[src/rtl/rapcore_seq_pkg.sv]
// Shared definitions for the rapcore move sequencer: register map, bit indices,
// FSM state encoding and FIFO entry sizing.
package rapcore_seq_pkg;

  localparam int unsigned FIFO_DEPTH_DEF = 4;
  localparam int unsigned STEPS_W_DEF    = 32;
  localparam int unsigned PER_W_DEF      = 16;

  // Word offsets as decoded from wbs_adr_i[4:2]
  localparam logic [2:0] REG_CTRL     = 3'd0;
  localparam logic [2:0] REG_STATUS   = 3'd1;
  localparam logic [2:0] REG_STEPS    = 3'd2;
  localparam logic [2:0] REG_PERIOD   = 3'd3;
  localparam logic [2:0] REG_DONE_CNT = 3'd4;

  localparam int unsigned CTRL_ENABLE  = 0;
  localparam int unsigned CTRL_ABORT   = 1;
  localparam int unsigned CTRL_DIR_INV = 2;

  localparam int unsigned STAT_BUSY      = 0;
  localparam int unsigned STAT_FULL      = 1;
  localparam int unsigned STAT_EMPTY     = 2;
  localparam int unsigned STAT_LEVEL_LSB = 4;
  localparam int unsigned STAT_HALTED    = 8;
  localparam int unsigned STAT_OVERFLOW  = 9;

  typedef enum logic [2:0] {
    S_IDLE,
    S_LOAD,
    S_HIGH,
    S_LOW,
    S_DONE
  } seq_state_e;

  // Entry layout is {dir, half_period, steps}
  function automatic int unsigned entry_w(input int unsigned per_w, input int unsigned steps_w);
    return 1 + per_w + steps_w;
  endfunction

endpackage

[src/rtl/move_fifo.sv]
// Synchronous move-queue FIFO with flush; simultaneous push/pop is accepted when full.
module move_fifo #(
  parameter int unsigned DEPTH = 4,
  parameter int unsigned WIDTH = 49
) (
  input  logic                     clk_i,
  input  logic                     rst_n,
  input  logic                     flush_i,
  input  logic                     push_i,
  input  logic                     pop_i,
  input  logic [WIDTH-1:0]         data_i,
  output logic [WIDTH-1:0]         data_o,
  output logic [$clog2(DEPTH):0]   level_o
);

  localparam int unsigned AW = $clog2(DEPTH);
  localparam int unsigned LW = AW + 1;

  logic [WIDTH-1:0] mem_q [DEPTH];
  logic [AW-1:0]    wptr_q, rptr_q;
  logic [LW-1:0]    count_q;
  logic             full_c, empty_c, do_push_c, do_pop_c;

  assign full_c    = (count_q == LW'(DEPTH));
  assign empty_c   = (count_q == '0);
  assign do_pop_c  = pop_i && !empty_c;
  assign do_push_c = push_i && (!full_c || do_pop_c);
  assign data_o    = mem_q[rptr_q];
  assign level_o   = count_q;

  always_ff @(posedge clk_i) begin
    if (do_push_c && !flush_i) mem_q[wptr_q] <= data_i;
  end

  always_ff @(posedge clk_i or negedge rst_n) begin
    if (!rst_n) begin
      wptr_q  <= '0;
      rptr_q  <= '0;
      count_q <= '0;
    end else if (flush_i) begin
      wptr_q  <= '0;
      rptr_q  <= '0;
      count_q <= '0;
    end else begin
      if (do_push_c) wptr_q <= wptr_q + AW'(1);
      if (do_pop_c)  rptr_q <= rptr_q + AW'(1);
      case ({do_push_c, do_pop_c})
        2'b10:   count_q <= count_q + LW'(1);
        2'b01:   count_q <= count_q - LW'(1);
        default: count_q <= count_q;
      endcase
    end
  end

endmodule

[src/rtl/move_sequencer.sv]
// Wishbone-programmed step/direction sequencer: firmware queues moves, the FSM
// plays them out as STEP pulse trains with DIR set up a cycle ahead.
module move_sequencer
  import rapcore_seq_pkg::*;
#(
  parameter int unsigned FIFO_DEPTH = FIFO_DEPTH_DEF,
  parameter int unsigned STEPS_W    = STEPS_W_DEF,
  parameter int unsigned PER_W      = PER_W_DEF
) (
  input  logic        wb_clk_i,
  input  logic        rst_n,
  input  logic        wbs_stb_i,
  input  logic        wbs_cyc_i,
  input  logic        wbs_we_i,
  input  logic [3:0]  wbs_sel_i,
  input  logic [31:0] wbs_adr_i,
  input  logic [31:0] wbs_dat_i,
  output logic        wbs_ack_o,
  output logic [31:0] wbs_dat_o,
  input  logic        halt_i,
  output logic        step_o,
  output logic        dir_o,
  output logic        move_done_o,
  output logic        buffer_dtr_o
);

  localparam int unsigned ENTRY_W = entry_w(PER_W, STEPS_W);
  localparam int unsigned LVL_W   = $clog2(FIFO_DEPTH) + 1;

  logic               ack_q;
  logic [31:0]        dat_q;
  logic               enable_q, dir_inv_q, overflow_q, dtr_q;
  logic [STEPS_W-1:0] steps_q, done_cnt_q;
  logic               halt_s1_q, halted_q;
  logic               step_q, dir_q, done_q;
  seq_state_e         state_q;
  logic [ENTRY_W-1:0] mv_q;
  logic [PER_W-1:0]   timer_q;

  logic               accept_c, wr_c, abort_c, push_c, pop_c, full_c, empty_c;
  logic [2:0]         reg_sel_c;
  logic [31:0]        rdata_c;
  logic [ENTRY_W-1:0] fifo_wdata_c, fifo_rdata_c;
  logic [LVL_W-1:0]   level_c;
  logic               mv_dir_c;
  logic [PER_W-1:0]   mv_per_c, hp_last_c;
  logic [STEPS_W-1:0] mv_steps_c, done_next_c;
  logic               unused_adr_c;

  assign unused_adr_c = ^{wbs_adr_i[31:5], wbs_adr_i[1:0]};

  assign reg_sel_c    = wbs_adr_i[4:2];
  assign accept_c     = wbs_stb_i && wbs_cyc_i && !ack_q;
  assign wr_c         = accept_c && wbs_we_i && (wbs_sel_i == 4'hF);
  assign abort_c      = wr_c && (reg_sel_c == REG_CTRL) && wbs_dat_i[CTRL_ABORT];
  assign push_c       = wr_c && (reg_sel_c == REG_PERIOD);
  assign full_c       = (level_c == LVL_W'(FIFO_DEPTH));
  assign empty_c      = (level_c == '0);
  assign pop_c        = (state_q == S_IDLE) && enable_q && !empty_c && !halted_q && !abort_c;
  assign fifo_wdata_c = {wbs_dat_i[31], wbs_dat_i[PER_W-1:0], steps_q};

  assign mv_dir_c    = mv_q[ENTRY_W-1];
  assign mv_per_c    = mv_q[STEPS_W +: PER_W];
  assign mv_steps_c  = mv_q[STEPS_W-1:0];
  // A zero half-period behaves as one cycle
  assign hp_last_c   = (mv_per_c == '0) ? '0 : mv_per_c - PER_W'(1);
  assign done_next_c = done_cnt_q + STEPS_W'(1);

  move_fifo #(
    .DEPTH (FIFO_DEPTH),
    .WIDTH (ENTRY_W)
  ) u_fifo (
    .clk_i   (wb_clk_i),
    .rst_n   (rst_n),
    .flush_i (abort_c),
    .push_i  (push_c),
    .pop_i   (pop_c),
    .data_i  (fifo_wdata_c),
    .data_o  (fifo_rdata_c),
    .level_o (level_c)
  );

  // Register read mux
  always_comb begin
    rdata_c = '0;
    case (reg_sel_c)
      REG_CTRL: begin
        rdata_c[CTRL_ENABLE]  = enable_q;
        rdata_c[CTRL_DIR_INV] = dir_inv_q;
      end
      REG_STATUS: begin
        rdata_c[STAT_BUSY]             = (state_q != S_IDLE);
        rdata_c[STAT_FULL]             = full_c;
        rdata_c[STAT_EMPTY]            = empty_c;
        rdata_c[STAT_LEVEL_LSB +: 4]   = 4'(level_c);
        rdata_c[STAT_HALTED]           = halted_q;
        rdata_c[STAT_OVERFLOW]         = overflow_q;
      end
      REG_STEPS:    rdata_c = 32'(steps_q);
      REG_DONE_CNT: rdata_c = 32'(done_cnt_q);
      default:      rdata_c = '0;
    endcase
  end

  always_ff @(posedge wb_clk_i or negedge rst_n) begin
    if (!rst_n) begin
      ack_q      <= 1'b0;
      dat_q      <= '0;
      enable_q   <= 1'b0;
      dir_inv_q  <= 1'b0;
      steps_q    <= '0;
      overflow_q <= 1'b0;
      dtr_q      <= 1'b1;
      halt_s1_q  <= 1'b0;
      halted_q   <= 1'b0;
    end else begin
      ack_q     <= accept_c;
      dat_q     <= (accept_c && !wbs_we_i) ? rdata_c : '0;
      dtr_q     <= !full_c;
      halt_s1_q <= halt_i;
      halted_q  <= halt_s1_q;
      if (wr_c && (reg_sel_c == REG_CTRL)) begin
        enable_q  <= wbs_dat_i[CTRL_ENABLE];
        dir_inv_q <= wbs_dat_i[CTRL_DIR_INV];
      end
      if (wr_c && (reg_sel_c == REG_STEPS)) steps_q <= STEPS_W'(wbs_dat_i);
      // A dropped push wins over a same-cycle clear
      if (push_c && full_c && !pop_c)
        overflow_q <= 1'b1;
      else if (wr_c && (reg_sel_c == REG_STATUS) && wbs_dat_i[STAT_OVERFLOW])
        overflow_q <= 1'b0;
    end
  end

  // Sequencer FSM; step/done outputs trail the state by one cycle and are
  // gated so abort and halt pull them low without waiting for the state.
  always_ff @(posedge wb_clk_i or negedge rst_n) begin
    if (!rst_n) begin
      state_q    <= S_IDLE;
      mv_q       <= '0;
      timer_q    <= '0;
      done_cnt_q <= '0;
      step_q     <= 1'b0;
      dir_q      <= 1'b0;
      done_q     <= 1'b0;
    end else begin
      step_q <= (state_q == S_HIGH) && !halted_q && !abort_c;
      done_q <= (state_q == S_DONE) && !halted_q && !abort_c;
      if (abort_c || halted_q) begin
        state_q <= S_IDLE;
      end else begin
        case (state_q)
          S_IDLE: begin
            if (pop_c) begin
              mv_q    <= fifo_rdata_c;
              state_q <= S_LOAD;
            end
          end
          S_LOAD: begin
            dir_q      <= mv_dir_c ^ dir_inv_q;
            done_cnt_q <= '0;
            timer_q    <= '0;
            state_q    <= (mv_steps_c == '0) ? S_DONE : S_HIGH;
          end
          S_HIGH: begin
            if (timer_q == hp_last_c) begin
              timer_q <= '0;
              state_q <= S_LOW;
            end else begin
              timer_q <= timer_q + PER_W'(1);
            end
          end
          S_LOW: begin
            if (timer_q == hp_last_c) begin
              timer_q    <= '0;
              done_cnt_q <= done_next_c;
              state_q    <= (done_next_c == mv_steps_c) ? S_DONE : S_HIGH;
            end else begin
              timer_q <= timer_q + PER_W'(1);
            end
          end
          S_DONE:  state_q <= S_IDLE;
          default: state_q <= S_IDLE;
        endcase
      end
    end
  end

  assign wbs_ack_o    = ack_q;
  assign wbs_dat_o    = dat_q;
  assign step_o       = step_q;
  assign dir_o        = dir_q;
  assign move_done_o  = done_q;
  assign buffer_dtr_o = dtr_q;

endmodule
[config.mk]
export PLATFORM = sky130hd
export DESIGN_NAME = move_sequencer
export DESIGN_NICKNAME = d
export VERILOG_FILES = /design/src/rtl/rapcore_seq_pkg.sv /design/src/rtl/move_fifo.sv /design/src/rtl/move_sequencer.sv
export SDC_FILE = /design/constraint.sdc
export NUM_CORES = 1
export LEC_CHECK = 0
export CORE_MARGIN = 5
export CORE_UTILIZATION = 50
export DETAILED_ROUTE_END_ITERATION = 12
export PLACE_DENSITY_LB_ADDON = 0.15
export SETUP_SLACK_MARGIN = 0.02
export SLEW_MARGIN = 20
export SYNTH_ARGS = -nofsm -noshare
export SYNTH_HDL_FRONTEND = slang
export SYNTH_HIERARCHICAL = 1
export SYNTH_SLANG_ARGS = --single-unit
[constraint.sdc]
create_clock -name wb_clk_i -period 9.75 [get_ports wb_clk_i]
set_input_delay 2.4375 -clock wb_clk_i [delete_from_list [all_inputs] [get_ports wb_clk_i]]
set_output_delay 2.4375 -clock wb_clk_i [all_outputs]
set_load 0.03 [all_outputs]
==> impl_results.md, run 1 <==
- Root buffer cell: clkbuf_16
- CP startpoint kind: primary input
- Unrepaired setup endpoints after global routing: false
- WL per Instance: 22.51 µm
- Clk Latency, worst-skew pair: 0.56 ns
- I/O pins: 111
- Static Leak: 7.417 nW
- Vias in the first global route: 10650
- Critical-path maximum fanout: around 70
- Final hold vios: 0
- Status: finished, final reports clean
- VDD IR max: ~0.00015 V
- Worst min path class: flip-flop to flip-flop
- Drt initial violations: 879
- Largest area contributor in the netlist: edfxtp_1
- Arr. time, crit path: between 6 and 7 ns
- Yosys reg bits: 377
- Global placement routability congestion: 0.8535
- Hold path startpoint: halt_s1_q
- Area Growth Syn to Fin: 14.09%
- Power per cell area: 196.1 mW/mm²
- Hpwl dp: 25.14 mm
- Tcrit/Tclk final: 65.01%
- Post-synth EDFFs: 196
- Inst Count DP: 1713
- Clock Path Buffers: 3
- Post-CTS setup buffer count: 0
- Global route overflow: 0
- Nets@finish: 1390
- # resized after CTS: 0
- CP Class: primary input to flip-flop
- Num CTS Buffers: 41
- Synth unique cells: 81
- Power, Total: around 0.0038 W
- Commonest non-fill, non-tap cell in the layout: edfxtp_1
- YS warnings: 6
- Reg-to-reg startpoint: mv_q[32]
- Avg Cell Area, Syn: 13.61 µm²
- CP required: slightly above 10 ns
- Total core area: approximately 0.034 mm²
- Share of layout cells above drive strength 1: 17.75%
- Clock Skew: 0.02637 ns
- Mapped Area: about 0.017 mm²
- Detail Route Antenna Nets: 0
- CTS clock-pin slew for the worst setup and hold paths: 0.06 ns
- Synth Instances: roughly 1300
- First-pass GRT wire length: 63.41 mm
- Die height: 195.3 µm
- Antenna Cells: 0
- Fraction of registers with async set/reset: between 40 and 50%
- H-Tree Depth: 2
- Drt pass-1 iters: 6
- Vias: 10700
- Final slew viol count: 0
- Most frequent cells in the layout: edfxtp_1, dfrtp_1, nor2_1
- Finished Layout Cells: about 1800
- Worst Setup SP: wbs_adr_i[2]
- Antenna violations before repair: 1
- Via/cell ratio: 5.980
- Fin crit period: 6.338 ns
- GRT Overall Usage: 21.04%
- Die area: 0.03812 mm²
- Synth Flop Type: edfxtp_1
- FMAX: roughly 0.16 GHz
- Worst setup EP type: flip-flop
- Register area share after synthesis: 60.70%
- Reported max-cap violation count: 0
- Syn_nets: 1343
- Clock sink count: 377
- Setup TNS: 0 ns
- Area fraction of the dominant cell type after synthesis: roughly 34%
- FP Rows: 67
- Pin count of the biggest net entering global routing: 112
- Slew HR: between 20% and 30%
- Tightest Pin Transition: about 1.1 ns
- CTS tree: yes
- Starting Density: roughly half
- Final setup vio count: 0
- Die X: between 150 and 200 µm
- DRT Wirelength: between 40 and 50 mm
- Drt drc: 0
- Synth area leaders: edfxtp_1, dfrtp_1, mux4_2
- CTS Hold Bufs: 0
- I/O Buffers: a little over 80
[cell families (layout without fill, tap and decap cells)]
| logic type | after synthesis | after routing | share of synthesized area, % |
|---|---|---|---|
| AOI/OAI and AO/OA | 191 | 191 | 8.159 |
| xor gates and xnor gates | 79 | 79 | 4.032 |
| adders and majority gates | 9 | 9 | 0.6854 |
| buffers and inverters | 108 | 188 | 3.208 |
| DFF | 377 | 377 | 60.70 |
| muxes | 136 | 136 | 12.10 |
| and+or+nand+nor | 361 | 361 | 11.11 |
[worst paths after layout]
kind | to | slack, ns | depth (start not counted)
worst max-delay path | u_fifo/level_o[1] | 3.41 | 13
worst max register to register | done_cnt_q[28] | 5.12 | 12
worst min register to register | halted_q | 0.36 | 0
worst min-delay path | halted_q | 0.36 | 0
max in group asynchronous | u_fifo/rptr_q[0] | 6.02 | 2
min in group asynchronous | wbs_dat_o[25] | 2.00 | 1
[power breakdown]
part / internal [W] / switching, W / leakage, nW
sequential: 0.00172 / 0.0000897 / 4.35
combinational: 0.000212 / 0.000208 / 2.39
clock: 0.000957 / 0.000651 / 0.677
total: 0.00289 / 0.000948 / 7.42
[flip-flops by register name (all words and copies together), names as in the netlist, 2 cells and up]
register,flops
wbs_dat_o,32
u_fifo/wptr_q,2
mv_q,49
timer_q,16
u_fifo/mem_q,196
u_fifo/level_o,3
done_cnt_q,32
u_fifo/rptr_q,2
state_q,3
steps_q,32
[synth_stat cells, types with 4 or more instances]
cell type,n
edfxtp_1,196
buf_12,5
nand2b_1,5
dfrtp_1,180
inv_1,20
and3_1,14
ha_1,7
nor3b_1,5
o21ai_0,34
xor2_1,28
o31ai_1,39
nand4b_1,4
a31oi_1,10
buf_1,11
nor4_1,17
buf_2,14
mux4_2,48
or3_1,11
mux2_2,79
or2_2,6
o211ai_1,6
nor3_1,32
o31ai_4,4
and4_1,5
nand3_1,29
clkbuf_1,49
xnor2_1,51
a22o_1,4
a22oi_1,31
and2_1,11
nand4_1,20
mux2i_1,8
nand2_1,57
nor2_1,106
nor2b_1,11
o41ai_2,4
o311ai_0,4
or4_1,8
a21oi_1,25
[critical path, stage by stage]
cell and delay [ns]:
clkdlybuf4s50_1 0.83, nor3_1 0.14, and3_1 0.21, buf_4 0.18, nor3_1 0.63, and4b_2 0.42, buf_4 0.72, o31ai_1 0.25
nor2_1 0.18, fa_1 0.45, o21a_1 0.12, o211ai_1 0.07, a221oi_1 0.10
[cell type report]
class	count	area (µm²)
fill	2703	14120
sequential	377	10420
multi-input combinational	776	6227
clock buffer	55	1130
timing repair buffer	91	889.6
tap	448	560.5
clock inverter	21	271.5
inverter	21	78.83
[per-layer routing]
| layer | global-route usage (%) | vias up | part of all wire [%] | wire length (µm) |
|---|---|---|---|---|
| met4 | 4.551 | 0 | 1.8 | 720 |
| met3 | 3.085 | 61 | 4.7 | 1911 |
| met1 | 31.69 | 5496 | 46 | 18550 |
| met5 | 0 | - | 0 | 0 |
| met2 | 32.99 | 270 | 47 | 19080 |
| li1 | - | 4871 | - | - |
[metrics by stage]
stage / hold slack (ns) / setup slack, ns / util [%] / instance area (µm²)
finish: 0.3624 / 3.412 / 58.10 / 19580
global route: 0.3832 / 3.151 / 58.10 / 19580
CTS: 0.3681 / 3.416 / 58.08 / 19570
detailed placement: 0.3588 / 2.823 / 53.92 / 18170
global placement: 0.3423 / 2.898 / 53.92 / 18170
floorplan: 0.3312 / 3.562 / - / 17160
Power figures use the tool's default switching activity.
==> inputs of run 2 (changes only) <==
==> constraint.sdc (replaced) <==
create_clock -name wb_clk_i -period 6.1 [get_ports wb_clk_i]
set_input_delay 1.525 -clock wb_clk_i [delete_from_list [all_inputs] [get_ports wb_clk_i]]
set_output_delay 1.525 -clock wb_clk_i [all_outputs]
set_load 0.03 [all_outputs]
==> run 2 against run 1 <==
Against the previous run: critical path depth stayed put; power is 58% higher; final cell count is 0.61% higher; sequential share of layout area is 0.28 points lower; cell area is 0.53% higher; highest routed layer unchanged; die area stayed put; sequential power is 61% higher; register-to-register slack worse by 3.5 ns.
==> impl_results.md, run 2 (same netlist as run 1, synthesis figures left out) <==
- Status: finished, final reports clean
- Num CTS Buffers: 41 (unchanged)
- Antenna violations before repair: 1 (unchanged)
- Die X: 195.3 µm (unchanged)
- Hpwl dp: 25.57 mm (+1.7%)
- Switch share: 24.40% (-0.31 points)
- Critical-path maximum fanout: 14 (-79%)
- Setup TNS: 0 ns (unchanged)
- Worst setup EP type: flip-flop
- Power per cell area: 307.6 mW/mm² (+57%)
- Final slew viol count: 0 (unchanged)
- Total core area: 0.03370 mm² (unchanged)
- FF-to-FF path depth: 13 (+1)
- Pin count of the biggest net entering global routing: 116 (+3.6%)
- Unrepaired setup endpoints after global routing: false
- Clock sink count: 377 (unchanged)
- Drt drc: 0 (unchanged)
- Worst min path class: flip-flop to flip-flop
- FP Rows: 67 (unchanged)
- Global placement routability congestion: 0.8914 (+4.4%)
- # resized after CTS: 0 (unchanged)
- CTS clock-pin slew for the worst setup and hold paths: 0.06 ns (about the same)
- Regs by FF count: u_fifo/mem_q (196), mv_q (49)
- Final setup vio count: 0 (unchanged)
- Antenna Cells: 0 (unchanged)
- Vias: 10770 (+0.69%)
- FMAX: around 0.22 GHz
- CTS Hold Bufs: 0 (unchanged)
- Static Leak: 7.472 nW (+0.74%)
- Finished Layout Cells: 1800 (+0.61%)
- Fin crit period: around 4.5 ns
- Clk Latency, worst-skew pair: 0.54 ns (-0.02 ns)
- GRT Overall Usage: 21.09% (+0.052 points)
- Die area: 0.03812 mm² (unchanged)
- Starting Density: 50.92% (unchanged)
- H-Tree Depth: 2 (unchanged)
- Root buffer cell: clkbuf_16
- CP Class: flip-flop to flip-flop
- Sw power: 0.001477 W (+56%)
- Commonest non-fill, non-tap cell in the layout: edfxtp_1
- Tightest Pin Transition: 1.047 ns (-0.05628 ns)
- Clock Skew: 0.01458 ns (-0.01179 ns)
- CP cell instances: inv_1 > ha_1 > or3b_2 > nor4_4 > a21oi_1 > o32ai_1 > nand4_1 > or4_4 > nor3_2 > buf_4 > nand2_2 > buf_4 > o41ai_1
- DRT Wirelength: 40.52 mm (+0.63%)
- Drt pass-1 iters: 5 (-1)
- CP startpoint kind: flip-flop
- Reg2reg setup slack: 1.59 ns (-3.53 ns)
- Share of layout cells above drive strength 1: 18.49% (+0.74 points)
- Area Growth Syn to Fin: 14.70%
- Clock Path Buffers: 3 (unchanged)
- CTS tree: yes
- VDD IR max: 0.0002438 V (+67%)
- CP endpoint: done_cnt_q[31]
- Largest register FFs: 196 (unchanged)
- Reported max-cap violation count: 0 (unchanged)
- Reg-to-reg startpoint: mv_q[32]
- Detail Route Antenna Nets: 0 (unchanged)
- Seq pwr share: 48.2% (+1.0 points)
- Clk pwr share: 40.9% (-1.0 points)
- Int Power: 0.004577 W (+58%)
- I/O Buffers: 81 (unchanged)
- Inst Count DP: 1724 (+0.64%)
- Final hold vios: 0 (unchanged)
- Util after Layout: 58.41% (+0.31 points)
- Most used cell, CP: buf_4
- WL per Instance: 22.51 µm (about the same)
- I/O pins: 111 (unchanged)
- Tcrit/Tclk final: 73.95%
- Critical path's slowest cell: or3b_2
- Largest Register: u_fifo/mem_q
- Most frequent cells in the layout: edfxtp_1, dfrtp_1, nor2_1
- Die height: 195.3 µm (unchanged)
- Worst Setup SP: mv_q[32]
- Part of the power in combinational logic: 10.9% (about the same)
- Global route overflow: 0 (unchanged)
- Hold_ws: 0.3706 ns (+0.008172 ns)
- Vias in the first global route: 10670 (+0.23%)
- Drt initial violations: 1000 (+14%)
- CP required: 6.51 ns (-3.68 ns)
- First-pass GRT wire length: 63.65 mm (+0.37%)
- Largest stage delay, worst path: 0.60 ns (-0.23 ns)
- Arr. time, crit path: 4.92 ns (-1.85 ns)
- Nets@finish: 1402 (+0.86%)
- Post-CTS setup buffer count: 0 (unchanged)
- Via/cell ratio: 5.984 (about the same)
- Slew HR: 29.97% (+4.2 points)
- Power, Total: 0.006054 W (+58%)
- Critical R2R Capture: done_cnt_q[31]
==> run 2: area by class of cell <==
class                   instances  area [µm²]
fillers                      2717       14020
flip-flops and latches        377       10420
multi-input cells             776        6218
clock buffers                  54        1095
repair buffers                103        1062
well taps                     448       560.5
clock inverters                21       246.5
inverters                      21       78.83
==> run 2: how the worst min path moves through the flow <==
stage                          from        to  slack, ns  depth (start not counted)
after floorplan           halt_s1_q  halted_q       0.33                          0
final                     halt_s1_q  halted_q       0.37                          0
after global routing      halt_s1_q  halted_q       0.38                          0
after CTS                 halt_s1_q  halted_q       0.38                          0
after global placement    halt_s1_q  halted_q       0.35                          0
after detailed placement  halt_s1_q  halted_q       0.36                          0
==> run 2: power groups by stage <==
stage                     Sequential, W  Combinational, W  Clock [W]
after floorplan                 0.00287          0.000589          0
after global placement          0.00297          0.000648          0
after detailed placement        0.00297          0.000658          0
after CTS                       0.00292          0.000662    0.00253
after global routing            0.00294          0.000722    0.00265
final                           0.00292          0.000660    0.00248
==> run 2: metrics by stage <==
step | worst slack, ns | area [µm²]
finish | 1.589 | 19680
floorplan | 0.8245 | 17160
global placement | 1.306 | 18310
global route | 1.308 | 19680
CTS | 1.599 | 19650
detailed placement | 1.232 | 18310
==> run 2: layer usage <==
metal | global-route usage, % | up-vias | part of all wire (%)
li1 | - | 4890 | -
met1 | 31.75 | 5531 | 46
met2 | 32.88 | 293 | 47
met3 | 2.998 | 58 | 4.9
met4 | 5.094 | 0 | 2.1
met5 | 0 | - | 0
==> run 2: critical path: cells and delay by family, from the launching register on <==
family | cells | cell delay [ns]
buffers and inverters | 3 | 0.61
AND/OR/NAND/NOR | 6 | 2.25
flip-flops | 1 | 0.44
AO/OA/AOI/OAI | 3 | 0.84
adder cells (fa/ha/maj) | 1 | 0.25
==> inputs of run 3 (changes only) <==
==> constraint.sdc (replaced) <==
create_clock -name wb_clk_i -period 4.2 [get_ports wb_clk_i]
set_input_delay 1.05 -clock wb_clk_i [delete_from_list [all_inputs] [get_ports wb_clk_i]]
set_output_delay 1.05 -clock wb_clk_i [all_outputs]
set_load 0.03 [all_outputs]
==> run 3 against run 2 <==
Against the previous run: utilization is 0.66 points higher; flip-flop and latch count stayed put; highest routed layer unchanged; combinational power is 50% higher; largest power group unchanged; clock power is 47% higher; critical path type unchanged; maximum frequency is 16% higher.
==> impl_results.md, run 3 (same netlist as run 1, synthesis figures left out) <==
- Status: finished, final reports clean
- Reg2reg setup slack: 0.31 ns (-1.28 ns)
- Regs by FF count: u_fifo/mem_q (196), mv_q (49)
- I/O pins: 111 (unchanged)
- Share of layout cells above drive strength 1: 19.87% (+1.4 points)
- Final hold vios: 0 (unchanged)
- Drt pass-1 iters: 5 (unchanged)
- Arr. time, crit path: 4.29 ns (-0.63 ns)
- Power, Total: 0.008896 W (+47%)
- CP startpoint kind: flip-flop
- Detail Route Antenna Nets: 0 (unchanged)
- CP Class: flip-flop to flip-flop
- Sw power: 0.002134 W (+45%)
- H-Tree Depth: 2 (unchanged)
- Tightest Pin Transition: 1.080 ns (+0.03355 ns)
- I/O Buffers: 81 (unchanged)
- FMAX: 0.2571 GHz (+16%)
- Antenna violations before repair: 0 (-1)
- Final setup vio count: 0 (unchanged)
- Vias: 10950 (+1.7%)
- Total core area: 0.03370 mm² (unchanged)
- Area Growth Syn to Fin: 16.00%
- Die X: 195.3 µm (unchanged)
- CTS clock-pin slew for the worst setup and hold paths: 0.06 ns (about the same)
- Critical R2R Capture: done_cnt_q[26]
- First-pass GRT wire length: 64.43 mm (+1.2%)
- Vias in the first global route: 10810 (+1.3%)
- Hold Path Stages: 0 (unchanged)
- WL per Instance: 22.21 µm (-1.4%)
- Global placement routability congestion: 0.8623 (-3.3%)
- Reported max-cap violation count: 0 (unchanged)
- Drt initial violations: 980 (-2.0%)
- Switch share: 23.99% (-0.40 points)
- Worst setup EP type: flip-flop
- Clock sink count: 377 (unchanged)
- Root buffer cell: clkbuf_16
- Nets@finish: 1429 (+1.9%)
- CTS Hold Bufs: 0 (unchanged)
- Final slew viol count: 0 (unchanged)
- Drt drc: 0 (unchanged)
- Clock Path Buffers: 3 (unchanged)
- Part of the power in combinational logic: 11.2% (+0.3 points)
- Fin crit period: 3.890 ns (-0.6214 ns)
- Unrepaired setup endpoints after global routing: false
- Antenna Cells: 0 (unchanged)
- Worst min path class: flip-flop to flip-flop
- CP endpoint: done_cnt_q[26]
- Largest Register: u_fifo/mem_q
- FF-to-FF path depth: 12 (-1)
- Worst Setup SP: mv_q[32]
- Most frequent cells in the layout: edfxtp_1, dfrtp_1, nor2_1
- FP Rows: 67 (unchanged)
- Die height: 195.3 µm (unchanged)
- Power per cell area: 446.9 mW/mm² (+45%)
- Global route overflow: 0 (unchanged)
- Clk pwr share: 41.0% (about the same)
- Via/cell ratio: 5.994 (+0.16%)
- Hpwl dp: 26.31 mm (+2.9%)
- Clock Skew: 0.01330 ns (-0.001277 ns)
- Seq pwr share: 47.8% (-0.4 points)
- GRT Overall Usage: 21.47% (+0.37 points)
- Critical-path maximum fanout: 18 (+4)
- Die area: 0.03812 mm² (unchanged)
- Commonest non-fill, non-tap cell in the layout: edfxtp_1
- Slew HR: 27.98% (-2.0 points)
- DRT Wirelength: 40.57 mm (+0.12%)
- Pin count of the biggest net entering global routing: 78 (-33%)
- Starting Density: 50.92% (unchanged)
- Static Leak: 7.627 nW (+2.1%)
- Hold_ws: 0.3782 ns (+0.007642 ns)
- Num CTS Buffers: 41 (unchanged)
- Int Power: 0.006762 W (+48%)
- CTS tree: yes
- Reg-to-reg startpoint: mv_q[32]
- VDD IR max: 0.0003342 V (+37%)
- Clk Latency, worst-skew pair: 0.54 ns (about the same)
- Hold path startpoint: halt_s1_q
- Largest register FFs: 196 (unchanged)
- Tcrit/Tclk final: 92.61% (+19 points)
- CP required: 4.60 ns (-1.91 ns)
==> run 3: what timing repair did <==
| item | in CTS | in global routing |
|---|---|---|
| endpoints found under the setup margin | 0 | 20 |
| resized for setup | 0 | 3 |
| buffers inserted | 0 | 0 |
==> run 3: how the worst min path moves through the flow <==
stage	to	slack, ns
2_1_floorplan	halted_q	0.33
3_3_place_gp	halted_q	0.35
3_5_place_dp	halted_q	0.34
4_1_cts	halted_q	0.39
5_1_grt	halted_q	0.39
6_report	halted_q	0.38
==> run 3: per-stage QoR <==
stage	instance area, µm²	worst slack, ns	utilization [%]	setup TNS (ns)	std cells
6_report	19910	0.3103	59.07	0	1827
3_5_place_dp	18530	0.1381	54.97	0	1752
3_3_place_gp	18530	0.2009	54.97	0	1752
2_1_floorplan	17170	-0.07836	-	-15.36	1261
4_1_cts	19890	0.1237	59.03	0	1827
5_1_grt	19910	0.05408	59.07	0	1827
==> run 3: worst max-delay path, stage by stage, from the launching register on <==
cell	delay, ns
dfrtp_1	0.43
inv_1	0.10
ha_1	0.24
or3b_4	0.47
nor3_1	0.24
mux2i_1	0.29
xnor2_1	0.12
or3b_1	0.35
or4_4	0.56
o31a_1	0.33
buf_4	0.24
o31ai_1	0.28
o31ai_1	0.10
==> run 3: layer usage <==
metal  share of wire (%)  wire length [µm]  up-vias  GRT usage, %
met5                   0                 0        -             0
met4                 2.5              1001        0         5.560
met3                 5.7              2318       68         3.705
met2                  47             19070      307         33.23
met1                  45             18180     5626         31.93
li1                    -                 -     4950             -
==> run 3: layout make-up <==
class                   count  area, µm²
fillers                  2701      13790
flip-flops and latches    377      10420
multi-input cells         776       6221
repair buffers            130       1257
clock buffers              56       1112
well taps                 448      560.5
clock inverters            19      254.0
inverters                  21      78.83
==> run 3: power by group through the flow <==
| stage | sequential [W] | clock (W) | combinational (W) |
|---|---|---|---|
| floorplan | 0.00416 | 0 | 0.000855 |
| detailed placement | 0.00433 | 0 | 0.000992 |
| global route | 0.00429 | 0.00391 | 0.00108 |
| finish | 0.00425 | 0.00365 | 0.000992 |
| global placement | 0.00433 | 0 | 0.000979 |
| CTS | 0.00426 | 0.00373 | 0.000997 |
